--- config.mk ---
export PLATFORM = sky130hd
export DESIGN_NAME = ex_mem
export DESIGN_NICKNAME = d
export VERILOG_FILES = /design/src/rtl/ex_mem.sv
export SDC_FILE = /design/constraint.sdc
export NUM_CORES = 1
export LEC_CHECK = 0
export BUFFER_PORTS_ARGS = -buffer_cell sky130_fd_sc_hd__buf_4
export CAP_MARGIN = 20
export CORE_AREA = 2 2 135 137
export CTS_CLUSTER_SIZE = 16
export DETAILED_ROUTE_END_ITERATION = 6
export DIE_AREA = 0 0 137 139
export GPL_TIMING_DRIVEN = 0
export PLACE_DENSITY = 0.72
export SLEW_MARGIN = 20
export SYNTH_ARGS = -nofsm -noshare
export SYNTH_HDL_FRONTEND = slang
export SYNTH_SLANG_ARGS = --single-unit
--- constraint.sdc ---
create_clock -name clk -period 1.6 [get_ports clk]
set_input_delay 0.08 -clock clk [delete_from_list [all_inputs] [get_ports clk]]
set_output_delay 0.08 -clock clk [all_outputs]
set_load 0.005 [all_outputs]
--- src/rtl/ex_mem.sv ---
// EX/MEM pipeline register: registers execute results, applies stall/bubble, and returns
// the multi-cycle hilo/cnt intermediate to execute. Optional flush port via EX_MEM_FLUSH_EN.
module ex_mem #(
  parameter int DATA_W  = 32,
  parameter int ADDR_W  = 5,
  parameter int STALL_W = 6,
  parameter int EX_IDX  = 3,
  parameter int MEM_IDX = 4
) (
  input  logic                  clk,
  input  logic                  rst,
`ifdef EX_MEM_FLUSH_EN
  input  logic                  flush,
`endif
  input  logic [STALL_W-1:0]    stall,
  input  logic [ADDR_W-1:0]     ex_waddr,
  input  logic                  ex_wreg,
  input  logic [DATA_W-1:0]     ex_wdata,
  input  logic [DATA_W-1:0]     ex_hi,
  input  logic [DATA_W-1:0]     ex_lo,
  input  logic                  ex_whilo,
  input  logic [2*DATA_W-1:0]   hilo_i,
  input  logic [1:0]            cnt_i,
  output logic [ADDR_W-1:0]     mem_waddr,
  output logic                  mem_wreg,
  output logic [DATA_W-1:0]     mem_wdata,
  output logic [DATA_W-1:0]     mem_hi,
  output logic [DATA_W-1:0]     mem_lo,
  output logic                  mem_whilo,
  output logic [2*DATA_W-1:0]   hilo_o,
  output logic [1:0]            cnt_o
);

  logic [ADDR_W-1:0]   waddr_q, waddr_d;
  logic                wreg_q,  wreg_d;
  logic [DATA_W-1:0]   wdata_q, wdata_d;
  logic [DATA_W-1:0]   hi_q,    hi_d;
  logic [DATA_W-1:0]   lo_q,    lo_d;
  logic                whilo_q, whilo_d;
  logic [2*DATA_W-1:0] hilo_q,  hilo_d;
  logic [1:0]          cnt_q,   cnt_d;
  logic                flush_w;

`ifdef EX_MEM_FLUSH_EN
  assign flush_w = flush;
`else
  assign flush_w = 1'b0;
`endif

  // Default is Hold: mem_* keep their value while the intermediate follows execute.
  // A memory-only stall (illegal) falls into the Advance branch.
  always_comb begin
    waddr_d = waddr_q;
    wreg_d  = wreg_q;
    wdata_d = wdata_q;
    hi_d    = hi_q;
    lo_d    = lo_q;
    whilo_d = whilo_q;
    hilo_d  = hilo_i;
    cnt_d   = cnt_i;
    if (flush_w) begin
      waddr_d = '0;
      wreg_d  = 1'b0;
      wdata_d = '0;
      hi_d    = '0;
      lo_d    = '0;
      whilo_d = 1'b0;
      hilo_d  = '0;
      cnt_d   = '0;
    end else if (!stall[EX_IDX]) begin
      waddr_d = ex_waddr;
      wreg_d  = ex_wreg;
      wdata_d = ex_wdata;
      hi_d    = ex_hi;
      lo_d    = ex_lo;
      whilo_d = ex_whilo;
      hilo_d  = '0;
      cnt_d   = '0;
    end else if (!stall[MEM_IDX]) begin
      waddr_d = '0;
      wreg_d  = 1'b0;
      wdata_d = '0;
      hi_d    = '0;
      lo_d    = '0;
      whilo_d = 1'b0;
    end
  end

  // EX -> MEM stage boundary
  always_ff @(posedge clk) begin
    if (rst) begin
      waddr_q <= '0;
      wreg_q  <= 1'b0;
      wdata_q <= '0;
      hi_q    <= '0;
      lo_q    <= '0;
      whilo_q <= 1'b0;
      hilo_q  <= '0;
      cnt_q   <= '0;
    end else begin
      waddr_q <= waddr_d;
      wreg_q  <= wreg_d;
      wdata_q <= wdata_d;
      hi_q    <= hi_d;
      lo_q    <= lo_d;
      whilo_q <= whilo_d;
      hilo_q  <= hilo_d;
      cnt_q   <= cnt_d;
    end
  end

  assign mem_waddr = waddr_q;
  assign mem_wreg  = wreg_q;
  assign mem_wdata = wdata_q;
  assign mem_hi    = hi_q;
  assign mem_lo    = lo_q;
  assign mem_whilo = whilo_q;
  assign hilo_o    = hilo_q;
  assign cnt_o     = cnt_q;

endmodule

* Yosys cells after proc, flatten, opt, wreduce, memory -nomap -nowiden
Index checks and enable logic that the tools add are counted. Widths: inputs -> output; s select.
Storage, ports and cells: register bits 169, bits of input ports 177, output and inout port bits 169, logic and storage cells 20
Cells by class: equality and inequality tests 1, muxes and demuxes 9, bitwise logic cells 1, reduce and logical (&&, ||, !) cells 1
Operators by type and width (number):
- $mux 32 | 4
- $mux 5 | 2
- $mux 1 | 3
- $ne 2x2->1 const B | 1
- $reduce_or 2->1 | 1
- $not 1->1 | 1

* Depth between registers and ports, before layout
depth after elaboration 2, mapped depth 5, gate-level depth less buffers 2

* Worst setup path before layout
Ideal clock, no wire load.
path type input-to-reg, from in stall[3], to reg hi_q[28], in the netlist mem_hi[28], library setup time 0.117 ns, arrival time 0.720 ns, required time 1.483 ns, setup slack 0.763 ns, cell stages on the path 4, path buffers 3, cells stage by stage buf_4 -> buf_12 -> buf_6 -> a32o_1
On the way: word-level cells in the longest chain between the ends 1, elaborated cells on any way between the ends 2, those cells by class eq/ne (1); mux (1)
RTL lines:
- start: declaration | RTL line 15 | input logic [STALL_W-1:0] stall,
- $ne 2x2->1 (no line) / $mux 32 (equally long branches)
- end signal: assignment | RTL line 104 | hi_q <= hi_d;
- end: declaration | RTL line 37 | logic [DATA_W-1:0] hi_q, hi_d;
Several ways; a longest one is shown, not always the timed one. A chain may end at the register's enable or synchronous reset.

* Final worst setup path
from reg hi_q[30], in the netlist mem_hi[30], to out mem_hi[30]
RTL lines:
- end: declaration | RTL line 27 | output logic [DATA_W-1:0] mem_hi,
No word-level cell between the ends.

==> summary.txt <==
Outcome
  – Outcome: finished clean

Synth
  – Ranking of synthesized cells by area: sky130_fd_sc_hd__dfxtp_1, sky130_fd_sc_hd__nand2b_1, sky130_fd_sc_hd__and2_1
  – Sequential fraction of the synthesis area: 0.559
  – Net count after synthesis: 760
  – Number of distinct library cell variants in the gate-level netlist after synthesis: 16
  – Post-synthesis register bit count: 169
  – Portion of synthesized cell area occupied by the leading cell type: 0.559
  – Yosys warning total: 0
  – Number of standard cells after synthesis: 583
  – Summed instance area of the synthesized netlist: 6060 um2
  – Syn avg cell area: 10.4 um2
  – Cell type with the highest aggregate area in the netlist: sky130_fd_sc_hd__dfxtp_1

Drt
  – Average wire length per cell after detail routing: 16.0 um
  – Routed WL: 21700 um
  – DRT iter0 DRCs: 213
  – Via count: 6149
  – Post-route ant nets: 0
  – Detailed-routing iteration count for the pre-antenna-repair pass: 4
  – DRC violations left: 0
  – Average via count per standard cell: 4.55

STA
  – Setup_tns: 0 ps
  – Final period util: 0.636
  – Relative slew slack: 0.684
  – Setup-violating endpoint count in the final report: 0
  – Maximum achievable frequency: 982 MHz
  – Clock skew after layout: 0 ps
  – Hold violation count in the final report: 0
  – Worst-margin pin slew: 474 ps
  – Final-layout worst hold slack: 179 ps
  – Final count of pins violating max slew: 0
  – RSZ-0062 raised after global routing: false
  – Min cycle time layout: 1020 ps

Critical path
  – Worst Path Arrival: 940 ps
  – Kind of start point of the critical path: flip-flop
  – WS Path Type: flip-flop to output port
  – Largest delay contributor family on the critical path: flip-flops
  – Combined buffer and inverter count along the critical path: 1
  – Cell type of the slowest stage on the worst timing path: sky130_fd_sc_hd__dfxtp_1
  – Worst stage delay on the critical path: 390 ps
  – Cell-by-cell trace of the critical path: buf_4
  – Crit end category: output port
  – Highest fanout seen on the critical path: 2
  – Data required time of the worst path: 1520 ps

Cells and area
  – Share of final-layout standard cells stronger than drive strength 1: 0.416
  – Sequential cell area: 3380 um2
  – Area growth, synth to finish: 84.5%
  – Count of fill cells added during filler insertion: 1395
  – Most frequent cells in the layout: sky130_fd_sc_hd__buf_4, sky130_fd_sc_hd__dfxtp_1, sky130_fd_sc_hd__dlygate4sd3_1, sky130_fd_sc_hd__nand2b_1, sky130_fd_sc_hd__and2_1
  – Design area: 11200 um2
  – Number of nets in the final layout: 1287
  – Most common cell after layout, fill and taps aside: sky130_fd_sc_hd__buf_4
  – Antenna cells: 0
  – Footprint of the multi-input gates: 2330 um2

Power and ir drop
  – Pwr per Cell Area: 902 nW/um2
  – Part of the total power dissipated in combinational logic: 0.154
  – NetSw: 2580 uW
  – Cell-internal power: 7500 uW
  – Fraction of power consumed by the clock network: 0.400
  – Part of the power in registers: 0.445
  – Share of total power consumed by net switching: 0.256
  – Worst IR drop on VDD: 0.673 mV
  – Static Leak: 0.00491 uW

Global route
  – Global-route wire length before repair: 32400 um
  – Largest net degree at the start of global routing: 19
  – GRT Total Usage: 0.220
  – Via count of the first global-routing pass: 6257
  – Aggregate global routing overflow: 0
  – Initial antenna violation count: 0

Floorplan
  – Area of the die: 19000 um2
  – Die width: 137 um
  – Initial standard-cell utilization of the core: 0.343
  – Number of I/O pins: 346
  – Area inside the core boundary: 17700 um2
  – Standard-cell row count: 49
  – Vert. Die Dim: 139 um

Clocking
  – CTS Root Cell: sky130_fd_sc_hd__clkbuf_16
  – Number of buffers inserted to repair setup after CTS: 0
  – TritonCTS clock tree: done
  – Clock sinks: 169
  – Clock latency on the worst-skew pair: 410 ps
  – Number of H-tree levels: 4
  – Clock-pin transition on the worst setup and hold timing paths: 70 ps
  – Clock tree buffer depth: 2
  – Clock buffer count from CTS: 17

Placement
  – I/O Buffers: 339
  – Placer's final routability congestion estimate: 0.761
  – Final HPWL DP: 14300 um
  – Area after DPL: 8890 um2

Job
  – Max-Cap Viols: 0

Min path
  – Hold WC Path Type: primary input to flip-flop
-- power by group through the flow --
| stage | clock [uW] | sequential [uW] | combinational, uW |
|---|---|---|---|
| finish | 4040 | 4490 | 1560 |
| CTS | 4160 | 4490 | 1540 |
| detailed placement | 0 | 4580 | 1200 |
| global route | 4330 | 4500 | 1670 |
| floorplan | 0 | 4590 | 432 |
| global placement | 0 | 4580 | 1190 |
-- cells by family (layout without fill, tap and decap cells) --
logic type	Yosys count	in the layout	synth area share
AO/OA/AOI/OAI	103	103	0.110
buffers and inverters	52	592	0.0572
flip-flops	169	169	0.559
AND/OR/NAND/NOR	259	259	0.274
-- sequential cells by signal, indices dropped and copies added, names as in the netlist --
signal,flops
mem_whilo,1
mem_waddr,5
mem_hi,32
hilo_o,64
cnt_o,2
mem_wreg,1
mem_wdata,32
mem_lo,32
-- cell usage after synthesis, drive strengths merged --
library cell / count
dfxtp: 169
a21oi: 95
nand2b: 95
nand3: 95
and2: 66
buf: 34
clkbuf: 18
a32o: 8
nor2b: 2
nor2: 1
-- per-layer routing --
metal	track usage	wire, um	vias to the layer above
met3	0.0585	1640	50
li1	-	-	2992
met1	0.235	8020	2833
met5	0	0	-
met2	0.401	11300	274
met4	0.0955	694	0
-- final cells by class --
class / instances / area share
plain buffers: 52 / 0.0310
clock buffers: 18 / 0.0393
clock inverters: 14 / 0.0139
multi-input cells: 362 / 0.208
flip-flops and latches: 169 / 0.303
well taps: 229 / 0.0256
repair buffers: 508 / 0.379
-- through the flow --
| stage | std cells | power (uW) | setup WS, ps | util |
|---|---|---|---|---|
| 2_1_floorplan | 583 | 5030 | 763 | - |
| 3_3_place_gp | 1151 | 5760 | 468 | 0.503 |
| 3_5_place_dp | 1151 | 5780 | 464 | 0.503 |
| 4_1_cts | 1352 | 10200 | 557 | 0.633 |
| 5_1_grt | 1352 | 10500 | 550 | 0.633 |
| 6_report | 1352 | 10100 | 582 | 0.633 |
-- path summary, 6_finish.rpt --
kind | startpoint | slack, ps | depth (start not counted) | end
min | stall[4] | 180 | 4 | mem_wdata[26]
max reg2reg | mem_hi[30] | 910 | 1 | mem_hi[30]
min reg2reg | mem_hi[26] | 460 | 2 | mem_hi[26]
max | mem_hi[30] | 580 | 1 | mem_hi[30]
-- timing repair --
item                      CTS  global route
hold endpoints to repair  169             0
hold buffers              169             0
resized for setup           0             0
No activity file was read; power rests on OpenSTA's default activity.
